--- config.mk ---
export PLATFORM = sky130hd
export DESIGN_NAME = y_scale_map
export DESIGN_NICKNAME = d
export VERILOG_FILES = /design/src/rtl/y_scale_pkg.sv /design/src/rtl/y_map_fifo.sv /design/src/rtl/y_scale_map.sv
export SDC_FILE = /design/constraint.sdc
export NUM_CORES = 1
export LEC_CHECK = 0
export CORE_UTILIZATION = 55
export CTS_CLUSTER_DIAMETER = 100
export DETAILED_ROUTE_END_ITERATION = 10
export PLACE_DENSITY = 0.9
export SETUP_SLACK_MARGIN = 0.3
export SLEW_MARGIN = 20
export SYNTH_ARGS = -nofsm -noshare
export SYNTH_HDL_FRONTEND = slang
export SYNTH_HIERARCHICAL = 1
export SYNTH_SLANG_ARGS = --single-unit
export TNS_END_PERCENT = 1
--- constraint.sdc ---
create_clock -name clk -period 3.8 [get_ports clk]
set_input_delay 0.57 -clock clk [delete_from_list [all_inputs] [get_ports clk]]
set_output_delay 0.57 -clock clk [all_outputs]
set_load 0.03 [all_outputs]
--- src/rtl/y_scale_pkg.sv ---
// Shared widths, screen limits and Q11.4 fixed-point constants for the y-scale
// mapping path; the external ROM wrapper uses the same definitions.
package y_scale_pkg;

    localparam int unsigned ADDR_WIDTH   = 11;
    localparam int unsigned DATA_WIDTH   = 15;
    localparam int unsigned Y_MAX        = 1079;
    localparam int unsigned X_MAX        = 1919;
    localparam int unsigned FRAC_WIDTH   = 4;
    localparam int unsigned ROUND_CONST  = 8;

    localparam int unsigned COORD_WIDTH  = 11;
    localparam int unsigned OFFSET_WIDTH = 12;
    localparam int unsigned SUM_WIDTH    = 13;

    typedef logic [COORD_WIDTH-1:0]      coord_t;
    typedef logic signed [SUM_WIDTH-1:0] row_sum_t;

    typedef struct packed {
        coord_t x;
        coord_t y;
        logic   clip;
        logic   last;
    } pixel_t;

    typedef struct packed {
        coord_t row;
        logic   clip;
    } row_clamp_t;

    // Saturate a signed row sum into [0, y_max] and flag whether it was clamped.
    function automatic row_clamp_t clamp_row(input row_sum_t y, input coord_t y_max);
        row_clamp_t res;
        if (y[SUM_WIDTH-1]) begin
            res.row  = '0;
            res.clip = 1'b1;
        end else if (y > row_sum_t'({1'b0, y_max})) begin
            res.row  = y_max;
            res.clip = 1'b1;
        end else begin
            res.row  = y[COORD_WIDTH-1:0];
            res.clip = 1'b0;
        end
        return res;
    endfunction

endpackage

--- src/rtl/y_map_fifo.sv ---
// Synchronous show-ahead FIFO with occupancy count; holds mapped pixels until
// the downstream consumer accepts them.
module y_map_fifo #(
    parameter int unsigned WIDTH = 24,
    parameter int unsigned DEPTH = 4
) (
    input  logic                   clk_i,
    input  logic                   rst_i,
    input  logic                   push_i,
    input  logic [WIDTH-1:0]       push_data_i,
    input  logic                   pop_i,
    output logic [WIDTH-1:0]       head_o,
    output logic [$clog2(DEPTH):0] count_o
);

    localparam int unsigned PTR_WIDTH = $clog2(DEPTH);
    localparam int unsigned CNT_WIDTH = PTR_WIDTH + 1;

    logic [WIDTH-1:0]     mem_q [DEPTH];
    logic [PTR_WIDTH-1:0] wr_ptr_q, wr_ptr_d;
    logic [PTR_WIDTH-1:0] rd_ptr_q, rd_ptr_d;
    logic [CNT_WIDTH-1:0] count_q, count_d;
    logic                 full, empty, do_push, do_pop;

    assign full    = (count_q == CNT_WIDTH'(DEPTH));
    assign empty   = (count_q == '0);
    assign do_push = push_i && !full;
    assign do_pop  = pop_i && !empty;

    // DEPTH is a power of two, so the pointers wrap by natural overflow.
    always_comb begin
        wr_ptr_d = wr_ptr_q;
        rd_ptr_d = rd_ptr_q;
        count_d  = count_q;
        if (do_push) begin
            wr_ptr_d = wr_ptr_q + 1'b1;
        end
        if (do_pop) begin
            rd_ptr_d = rd_ptr_q + 1'b1;
        end
        case ({do_push, do_pop})
            2'b10:   count_d = count_q + 1'b1;
            2'b01:   count_d = count_q - 1'b1;
            default: count_d = count_q;
        endcase
    end

    always_ff @(posedge clk_i) begin
        if (rst_i) begin
            wr_ptr_q <= '0;
            rd_ptr_q <= '0;
            count_q  <= '0;
        end else begin
            wr_ptr_q <= wr_ptr_d;
            rd_ptr_q <= rd_ptr_d;
            count_q  <= count_d;
        end
    end

    always_ff @(posedge clk_i) begin
        if (do_push) begin
            mem_q[wr_ptr_q] <= push_data_i;
        end
    end

    assign head_o  = mem_q[rd_ptr_q];
    assign count_o = count_q;

endmodule

--- src/rtl/y_scale_map.sv ---
// Maps ADC sample codes to screen points: ROM lookup of the Q11.4 row, rounding,
// per-sweep vertical offset, clamping, column counting and output buffering.
module y_scale_map #(
    parameter int unsigned ADDR_WIDTH = y_scale_pkg::ADDR_WIDTH,
    parameter int unsigned DATA_WIDTH = y_scale_pkg::DATA_WIDTH,
    parameter int unsigned Y_MAX      = y_scale_pkg::Y_MAX,
    parameter int unsigned X_MAX      = y_scale_pkg::X_MAX,
    parameter int unsigned FIFO_DEPTH = 4
) (
    input  logic                  clk,
    input  logic                  rst,
    input  logic                  s_valid,
    output logic                  s_ready,
    input  logic [ADDR_WIDTH-1:0] s_data,
    input  logic                  s_last,
    input  logic signed [11:0]    cfg_y_offset,
    output logic [ADDR_WIDTH-1:0] rom_addr,
    input  logic [DATA_WIDTH-1:0] rom_rd_data,
    output logic                  m_valid,
    input  logic                  m_ready,
    output logic [10:0]           m_x,
    output logic [10:0]           m_y,
    output logic                  m_last,
    output logic                  m_clip
);

    import y_scale_pkg::*;

    localparam int unsigned CNT_WIDTH = $clog2(FIFO_DEPTH) + 1;
    localparam int unsigned OCC_WIDTH = CNT_WIDTH + 1;
    localparam int unsigned RND_WIDTH = DATA_WIDTH + 1;

    logic                 v1_q, v1_d;
    logic                 last1_q, last1_d;
    logic                 rdy_en_q;
    coord_t               x_cnt_q, x_cnt_d;
    row_sum_t             offset_q, offset_d;
    row_sum_t             cfg_offset_ext;

    logic [CNT_WIDTH-1:0] fifo_count;
    logic [RND_WIDTH-1:0] rnd_shift;
    row_sum_t             row_ext;
    row_sum_t             y_sum;
    row_clamp_t           clamp;
    pixel_t               push_pix;
    pixel_t               head_pix;
    logic                 accept, push, pop;

    assign rom_addr = s_data;

    // Stage 1 plus buffered entries must leave room; rdy_en_q holds ready low
    // for the first cycle after reset.
    assign s_ready = rdy_en_q &&
                     ((OCC_WIDTH'(fifo_count) + OCC_WIDTH'(v1_q)) < OCC_WIDTH'(FIFO_DEPTH));
    assign accept  = s_valid && s_ready;
    assign push    = v1_q;

    assign cfg_offset_ext = row_sum_t'(cfg_y_offset);
    assign rnd_shift      = (RND_WIDTH'(rom_rd_data) + RND_WIDTH'(ROUND_CONST)) >> FRAC_WIDTH;
    assign row_ext        = row_sum_t'(rnd_shift);
    assign y_sum          = row_ext + offset_q;
    assign clamp          = clamp_row(y_sum, coord_t'(Y_MAX));

    assign push_pix = '{x: x_cnt_q, y: clamp.row, clip: clamp.clip, last: last1_q};

    // The new offset is taken on the edge that writes the sweep's last point,
    // so a following sweep starting on the very next cycle already sees it.
    always_comb begin
        v1_d     = accept;
        last1_d  = accept && s_last;
        x_cnt_d  = x_cnt_q;
        offset_d = offset_q;
        if (push) begin
            if (last1_q || (x_cnt_q == coord_t'(X_MAX))) begin
                x_cnt_d = '0;
            end else begin
                x_cnt_d = x_cnt_q + 1'b1;
            end
            if (last1_q) begin
                offset_d = cfg_offset_ext;
            end
        end
    end

    always_ff @(posedge clk) begin
        if (rst) begin
            v1_q     <= 1'b0;
            last1_q  <= 1'b0;
            rdy_en_q <= 1'b0;
            x_cnt_q  <= '0;
            offset_q <= cfg_offset_ext;
        end else begin
            v1_q     <= v1_d;
            last1_q  <= last1_d;
            rdy_en_q <= 1'b1;
            x_cnt_q  <= x_cnt_d;
            offset_q <= offset_d;
        end
    end

    y_map_fifo #(
        .WIDTH($bits(pixel_t)),
        .DEPTH(FIFO_DEPTH)
    ) u_fifo (
        .clk_i      (clk),
        .rst_i      (rst),
        .push_i     (push),
        .push_data_i(push_pix),
        .pop_i      (pop),
        .head_o     (head_pix),
        .count_o    (fifo_count)
    );

    assign m_valid = (fifo_count != '0);
    assign pop     = m_valid && m_ready;

    // Outputs read as zero while empty so stale storage never shows.
    assign m_x    = m_valid ? head_pix.x    : '0;
    assign m_y    = m_valid ? head_pix.y    : '0;
    assign m_last = m_valid ? head_pix.last : 1'b0;
    assign m_clip = m_valid ? head_pix.clip : 1'b0;

endmodule

==> impl_summary.log, run 1 <==
[metrics] result of the run: completed
[metrics] share of power burned in combinational logic: 13.9%
[metrics] final period utilization: 91.1%
[metrics] synthesis-stage register bit count: 131
[metrics] top post-synthesis cells by area: sky130_fd_sc_hd__edfxtp_1, sky130_fd_sc_hd__dfxtp_1, sky130_fd_sc_hd__mux4_2
[metrics] placed cells: 629
[metrics] element type at the critical path end: register
[metrics] quantity of hold-fixing buffers added after cts: 0
[metrics] part of the total power dissipated in sequential elements: 40.5%
[metrics] synthesized netlist net count: 493
[metrics] design internal power: 3.05 mW
[metrics] mean instance size in the synthesized netlist: 14.5 µm²
[metrics] Vias: 3984
[metrics] WP data required: 3970 ps
[metrics] Boundary Pins: 80
[metrics] all-layer global routing usage: 24.3%
[metrics] buffers and inverters on the worst path: 2
[metrics] Layout Area Growth over Synthesis: 28.9%
[metrics] Seq/Total Area, Yosys: 59.7%
[metrics] worst min-delay path category: register to register
[metrics] library cell occupying the most area in the post-synthesis netlist: sky130_fd_sc_hd__edfxtp_1
[metrics] WL per Instance: 20.2 µm
[metrics] count of input and output buffers: 54
[metrics] detailed router's first-iteration violation count: 302
[metrics] sum of overflow across all layers after global routing: 0
[metrics] chip height: 108 µm
[metrics] part of the total power dissipated in the clock network: 45.6%
[metrics] Leakage Power: 2.87 nW
[metrics] length of the first detailed-routing pass in iterations: 5
[metrics] cell-by-cell listing of the critical path: clkdlybuf4s50_1 > and3_4 > and3_4 > xor2_2 > ha_4 > a21oi_2 > o31ai_4 > a211o_1 > a221oi_4 > xnor2_2 > o21ai_4 > buf_4 > and4_4
[metrics] clock tree from TritonCTS: yes
[metrics] share of the core filled with cells: 73.1%
[metrics] top cells by count, synth: sky130_fd_sc_hd__edfxtp_1, sky130_fd_sc_hd__nor2_1, sky130_fd_sc_hd__nor2b_1, sky130_fd_sc_hd__dfxtp_1, sky130_fd_sc_hd__ha_1
[metrics] share of flip-flops with an asynchronous set or reset: 0%
[metrics] cell area after technology mapping: 6200 µm²
[metrics] post-synthesis cell type count: 59
[metrics] Setup Slack @ Placement: -331 ps
[metrics] final std cells w/o fill: 671
[metrics] area fraction of the dominant cell type after synthesis: 52.3%
[metrics] insertion delay of the later-clocked pin in the worst-skew pair: 420 ps
[metrics] total number of nets in the final design: 584
[metrics] CTS buffer count: 17
[metrics] horizontal die dimension: 108 µm
[metrics] count of mapped cells out of synthesis: 427
[metrics] Die Area: 11700 µm²
[metrics] library cell used as clock root buffer: sky130_fd_sc_hd__clkbuf_16
[metrics] switching portion of total power: 23.2%
[metrics] filler instances: 630
[metrics] routability congestion estimate from global placement: 0.800
[metrics] cell with the largest stage delay on the worst path: sky130_fd_sc_hd__clkdlybuf4s50_1
[metrics] launch instance of the worst register-to-register path: offset_q[0]
[metrics] Most common cell on crit path: sky130_fd_sc_hd__and3_4
[metrics] hold path startpoint: u_fifo/wr_ptr_q[1]
[metrics] relative slew slack: 55.9%
[metrics] total DRC errors in the routed layout: 0
[metrics] net switching power: 0.922 mW
[metrics] Largest delay share family, worst path: compound AO/OA/AOI/OAI gates
[metrics] initial core utilization: 56.7%
[metrics] minimum period implied by the final worst setup slack: 3460 ps
[metrics] Max VDD drop: 351 µV
[metrics] Final Hold Viols: 0
[metrics] fmax: 289 MHz
[metrics] peak fanout along the critical path: 4
[metrics] maximum clock path buffer count: 2
[metrics] Startpoint Class: input pin
[metrics] first-pass GRT wire length: 20800 µm
[metrics] clock transition at the register clock pins on the worst setup and hold paths after CTS: 60 ps
[metrics] Yosys warning count: 6
[metrics] area of the core region: 10900 µm²
[metrics] Final Max Tran Viols: 0
[metrics] start-to-end type of the worst setup path: input pin to register
[metrics] Post-synth EDFFs: 108
[metrics] average vias per placed instance: 5.94
[metrics] power density cells: 496 nW/µm²
[metrics] Final Skew: 7.82 ps
[metrics] Critical Path AT: 3630 ps
[metrics] number of global-route vias before repair: 3956
[metrics] Max stage delay on crit path: 510 ps
[metrics] number of antenna cells inserted: 0
[metrics] number of max-cap violations: 0
[metrics] Worst Setup SP: rom_rd_data[7]
[metrics] setup ws final: 337 ps
[metrics] Final setup violation count: 0
[metrics] maximum level of the CTS H-tree: 4
[metrics] Rows: 38
[metrics] most used standard cell by instance count after synthesis: sky130_fd_sc_hd__edfxtp_1
[metrics] setup repair after global routing missed its margin: true
[metrics] clock net sink count: 131
[metrics] pin count of the biggest net entering global routing: 26
[metrics] final antenna-violating net count: 0
[metrics] total wire length after detailed routing: 13600 µm
[metrics] share of final-layout standard cells stronger than drive strength 1: 25.6%
[metrics] top_reg_cell synth: sky130_fd_sc_hd__edfxtp_1
[metrics] HPWL after detailed placement: 7530 µm
[metrics] measured slew at the worst slew-check pin: 660 ps
[metrics] Final Hold Slack: 549 ps
[metrics] initial antenna violation count: 0
==> tightest hold or removal path: stages (launching register included) <==
cell and delay (ps):
sky130_fd_sc_hd__dfxtp_1 350, sky130_fd_sc_hd__nand2b_1 90, sky130_fd_sc_hd__mux2i_1 60
==> cell type report <==
| class | instances | area, µm² | area share [%] |
|---|---|---|---|
| Sequential cell | 131 | 3700 | 46.3 |
| Multi-Input combinational cell | 258 | 2520 | 31.6 |
| Timing Repair Buffer | 95 | 881 | 11.0 |
| Clock buffer | 20 | 457 | 5.71 |
| Clock inverter | 12 | 201 | 2.52 |
| Tap cell | 140 | 175 | 2.19 |
| Inverter | 15 | 56.3 | 0.704 |
==> stage by stage <==
stage	cell area, µm²	power (mW)	TNS, ps
floorplan	6200	1.92	0
global placement	6980	2.03	-5770
detailed placement	6980	2.05	-11620
CTS	7810	3.91	0
global route	8000	4.07	0
finish	8000	3.97	0
==> cell families after synthesis <==
logic type,after synthesis,share of synthesized area (%)
and+or+nand+nor,125,11.0
muxes,27,9.46
adders and majority gates,23,4.88
DFF,131,59.7
buffers and inverters,38,3.77
AOI/OAI and AO/OA,49,6.23
xor gates and xnor gates,34,4.92
==> layout by cell type (no fill, tap or decap), drive strengths merged, types with 2 or more instances in the layout <==
cell / instances
nand4b: 2
nor3: 4
buf: 41
mux4: 24
clkbuf: 20
mux2i: 2
dlymetal6s2s: 3
a211o: 4
edfxtp: 108
bufinv: 5
a21oi: 11
xnor2: 17
and3: 7
a31oi: 6
a21boi: 2
a211oi: 3
nand4: 4
clkdlybuf4s50: 51
and2: 6
fa: 2
nor2: 29
nand2b: 7
a311oi: 2
nor2b: 25
nand2: 18
a21o: 4
o21ai: 6
inv: 17
xor2: 17
nand3: 11
ha: 21
dfxtp: 23
or3: 2
and4: 5
clkinv: 4
==> power groups by stage <==
stage | sequential [mW] | combinational, mW | clock [mW]
final | 1.61 | 0.551 | 1.81
after global routing | 1.61 | 0.585 | 1.88
after CTS | 1.61 | 0.486 | 1.81
after detailed placement | 1.64 | 0.414 | 0
after global placement | 1.63 | 0.394 | 0
after floorplan | 1.63 | 0.288 | 0
==> worst paths after layout <==
check,endpoint,slack [ps],cells after the start
max,u_fifo/mem_q[2][9],340,13
min,u_fifo/wr_ptr_q[1],550,2
max reg2reg,u_fifo/mem_q[3][6],680,11
min reg2reg,u_fifo/wr_ptr_q[1],550,2
==> registers in the layout (all words and copies together) (netlist names), named ones only <==
name and flops:
u_fifo/wr_ptr_q 2, last1_q 1, u_fifo/mem_q 96, offset_q 12, rdy_en_q 1, u_fifo/count_o 3
u_fifo/rd_ptr_q 2, push 1, x_cnt_q 11
==> timing repair <==
action / CTS / global route
buffers inserted: 6 / 4
setup endpoints to repair: 48 / 48
pin swaps: 10 / 15
resized for setup: 23 / 31
==> layer usage <==
metal / vias up / routed length [µm] / GRT usage, %
li1: 1793 / - / -
met1: 1985 / 5460 / 30.1
met2: 170 / 6940 / 40.5
met3: 36 / 768 / 5.00
met4: 0 / 414 / 12.1
met5: - / 0 / 0
(Power assumes the default switching activity.)
==> run 2: changes to the inputs <==
Settings changed: CAP_MARGIN set to 20.
==> results of run 2 <==
The final DEF is identical to that of run 1; final timing and power are the same.
==> run 3: changes to the inputs <==
Settings changed: CORE_MARGIN set to 10.
==> impl_summary.log, run 3 (same netlist as run 1, synthesis figures left out) <==
[metrics] library cell used as clock root buffer: sky130_fd_sc_hd__clkbuf_16
[metrics] fmax: 287 MHz
[metrics] minimum period implied by the final worst setup slack: 3480 ps
[metrics] share of final-layout standard cells stronger than drive strength 1: 24.8%
[metrics] Max VDD drop: 336 µV
[metrics] horizontal die dimension: 126 µm
[metrics] Non-Filler Cell Area, Final: 7840 µm²
[metrics] maximum level of the CTS H-tree: 4
[metrics] largest reg by FF count: u_fifo/mem_q
[metrics] Vias: 3841
[metrics] HPWL after detailed placement: 7990 µm
[metrics] peak fanout along the critical path: 4
[metrics] initial core utilization: 56.7%
[metrics] pin count of the biggest net entering global routing: 26
[metrics] insertion delay of the later-clocked pin in the worst-skew pair: 410 ps
[metrics] detailed router's first-iteration violation count: 269
[metrics] average vias per placed instance: 5.72
[metrics] total DRC errors in the routed layout: 0
[metrics] all-layer global routing usage: 16.0%
[metrics] final period utilization: 91.6%
[metrics] length of the first detailed-routing pass in iterations: 5
[metrics] clock net sink count: 131
[metrics] Layout Area Growth over Synthesis: 26.4%
[metrics] total wire length after detailed routing: 13600 µm
[metrics] Startpoint Class: input pin
[metrics] number of antenna cells inserted: 0
[metrics] area of the core region: 10900 µm²
[metrics] Leakage Power: 2.81 nW
[metrics] element type at the critical path end: register
[metrics] Max stage delay on crit path: 490 ps
[metrics] top flop regs: u_fifo/mem_q x96, offset_q x12, x_cnt_q x11
[metrics] relative slew slack: 54.5%
[metrics] total number of nets in the final design: 585
[metrics] start-to-end type of the worst setup path: input pin to register
[metrics] Die Area: 15900 µm²
[metrics] final antenna-violating net count: 0
[metrics] clock transition at the register clock pins on the worst setup and hold paths after CTS: 60 ps
[metrics] WP data required: 3960 ps
[metrics] Boundary Pins: 80
[metrics] Largest register FFs: 96
[metrics] clock tree from TritonCTS: yes
[metrics] Final Max Tran Viols: 0
[metrics] Final setup violation count: 0
[metrics] worst min-delay path category: register to register
[metrics] routability congestion estimate from global placement: 0.837
[metrics] commonest cells after routing, fill and taps aside: sky130_fd_sc_hd__edfxtp_1, sky130_fd_sc_hd__clkdlybuf4s50_1, sky130_fd_sc_hd__buf_4, sky130_fd_sc_hd__nor2b_1, sky130_fd_sc_hd__nor2_1
[metrics] cell-by-cell listing of the critical path: clkdlybuf4s50_1 > and3_4 > and3_2 > xor2_2 > ha_1 > a21oi_2 > o31ai_4 > a211o_1 > a221oi_4 > xnor2_2 > o21ai_4 > buf_4 > and4_2
[metrics] initial antenna violation count: 0
[metrics] power density cells: 480 nW/µm²
[metrics] maximum clock path buffer count: 2
[metrics] setup repair after global routing missed its margin: true
[metrics] Final Hold Viols: 0
[metrics] number of global-route vias before repair: 4059
[metrics] chip height: 126 µm
[metrics] count of input and output buffers: 54
[metrics] Final Skew: 7.04 ps
[metrics] sum of overflow across all layers after global routing: 0
[metrics] CTS buffer count: 17
[metrics] Fin Setup TNS: 0 ps
[metrics] result of the run: completed
[metrics] Rows: 38
[metrics] quantity of hold-fixing buffers added after cts: 0
[metrics] placement-stage cell area: 6970 µm²
[metrics] measured slew at the worst slew-check pin: 681 ps
[metrics] number of max-cap violations: 0
[metrics] first-pass GRT wire length: 20600 µm
[metrics] cell with the largest stage delay on the worst path: sky130_fd_sc_hd__clkdlybuf4s50_1
[metrics] Critical Path AT: 3640 ps
[metrics] leading cell type in the layout, fill and taps excluded: sky130_fd_sc_hd__edfxtp_1
[metrics] WL per Instance: 20.2 µm
-- run 3: layout make-up --
class / instances / area [µm²]
fill: 658 / 3090
clock inverter: 13 / 158
timing repair buffer: 96 / 860
sequential: 131 / 3700
tap: 140 / 175
clock buffer: 19 / 433
multi-input combinational: 258 / 2460
inverter: 15 / 56.3
-- run 3: layer usage --
metal  vias up  routed length, µm  global-route usage [%]
li1       1787                  -                       -
met5         -                  0                       0
met4         0                229                    6.63
met1      1869               5130                    17.6
met3        25                922                    4.78
met2       160               7320                    28.2
-- run 3: worst paths after layout --
path / from / to / slack, ps / cells after the start
setup / recovery: rom_rd_data[7] / u_fifo/mem_q[2][10] / 320 / 13
hold / removal: u_fifo/wr_ptr_q[1] / u_fifo/wr_ptr_q[1] / 520 / 2
setup reg to reg: offset_q[0] / u_fifo/mem_q[2][10] / 730 / 10
hold reg to reg: u_fifo/wr_ptr_q[1] / u_fifo/wr_ptr_q[1] / 520 / 2
-- run 3: report_power, final --
group / internal, mW / total (mW) / switching (mW)
clock: 1.03 / 1.64 / 0.606
sequential: 1.59 / 1.61 / 0.0140
combinational: 0.239 / 0.523 / 0.284
-- run 3: critical path, delay by kind of cell --
family,cells,cell delay (ps)
compound gates,5,1050
simple gates,3,690
buf+inv,2,660
xor+xnor,2,370
fa+ha+maj,1,290
-- run 3: timing repair --
| action | in CTS | in global routing |
|---|---|---|
| setup buffers | 3 | 9 |
| pin swaps | 10 | 10 |
| setup endpoints to repair | 48 | 48 |
| resized for setup | 20 | 23 |
-- run 3: metrics by stage --
step                      utilization (%)  setup slack, ps  total power, mW  hold WS [ps]  std cells
after floorplan                         -              508             1.92           477        427
after global placement               63.7             -187             2.03           494        628
after detailed placement             63.7             -318             2.05           520        628
after CTS                            70.2              314             3.70           527        663
after global routing                 71.7              187             3.89           557        672
final                                71.7              319             3.77           523        672
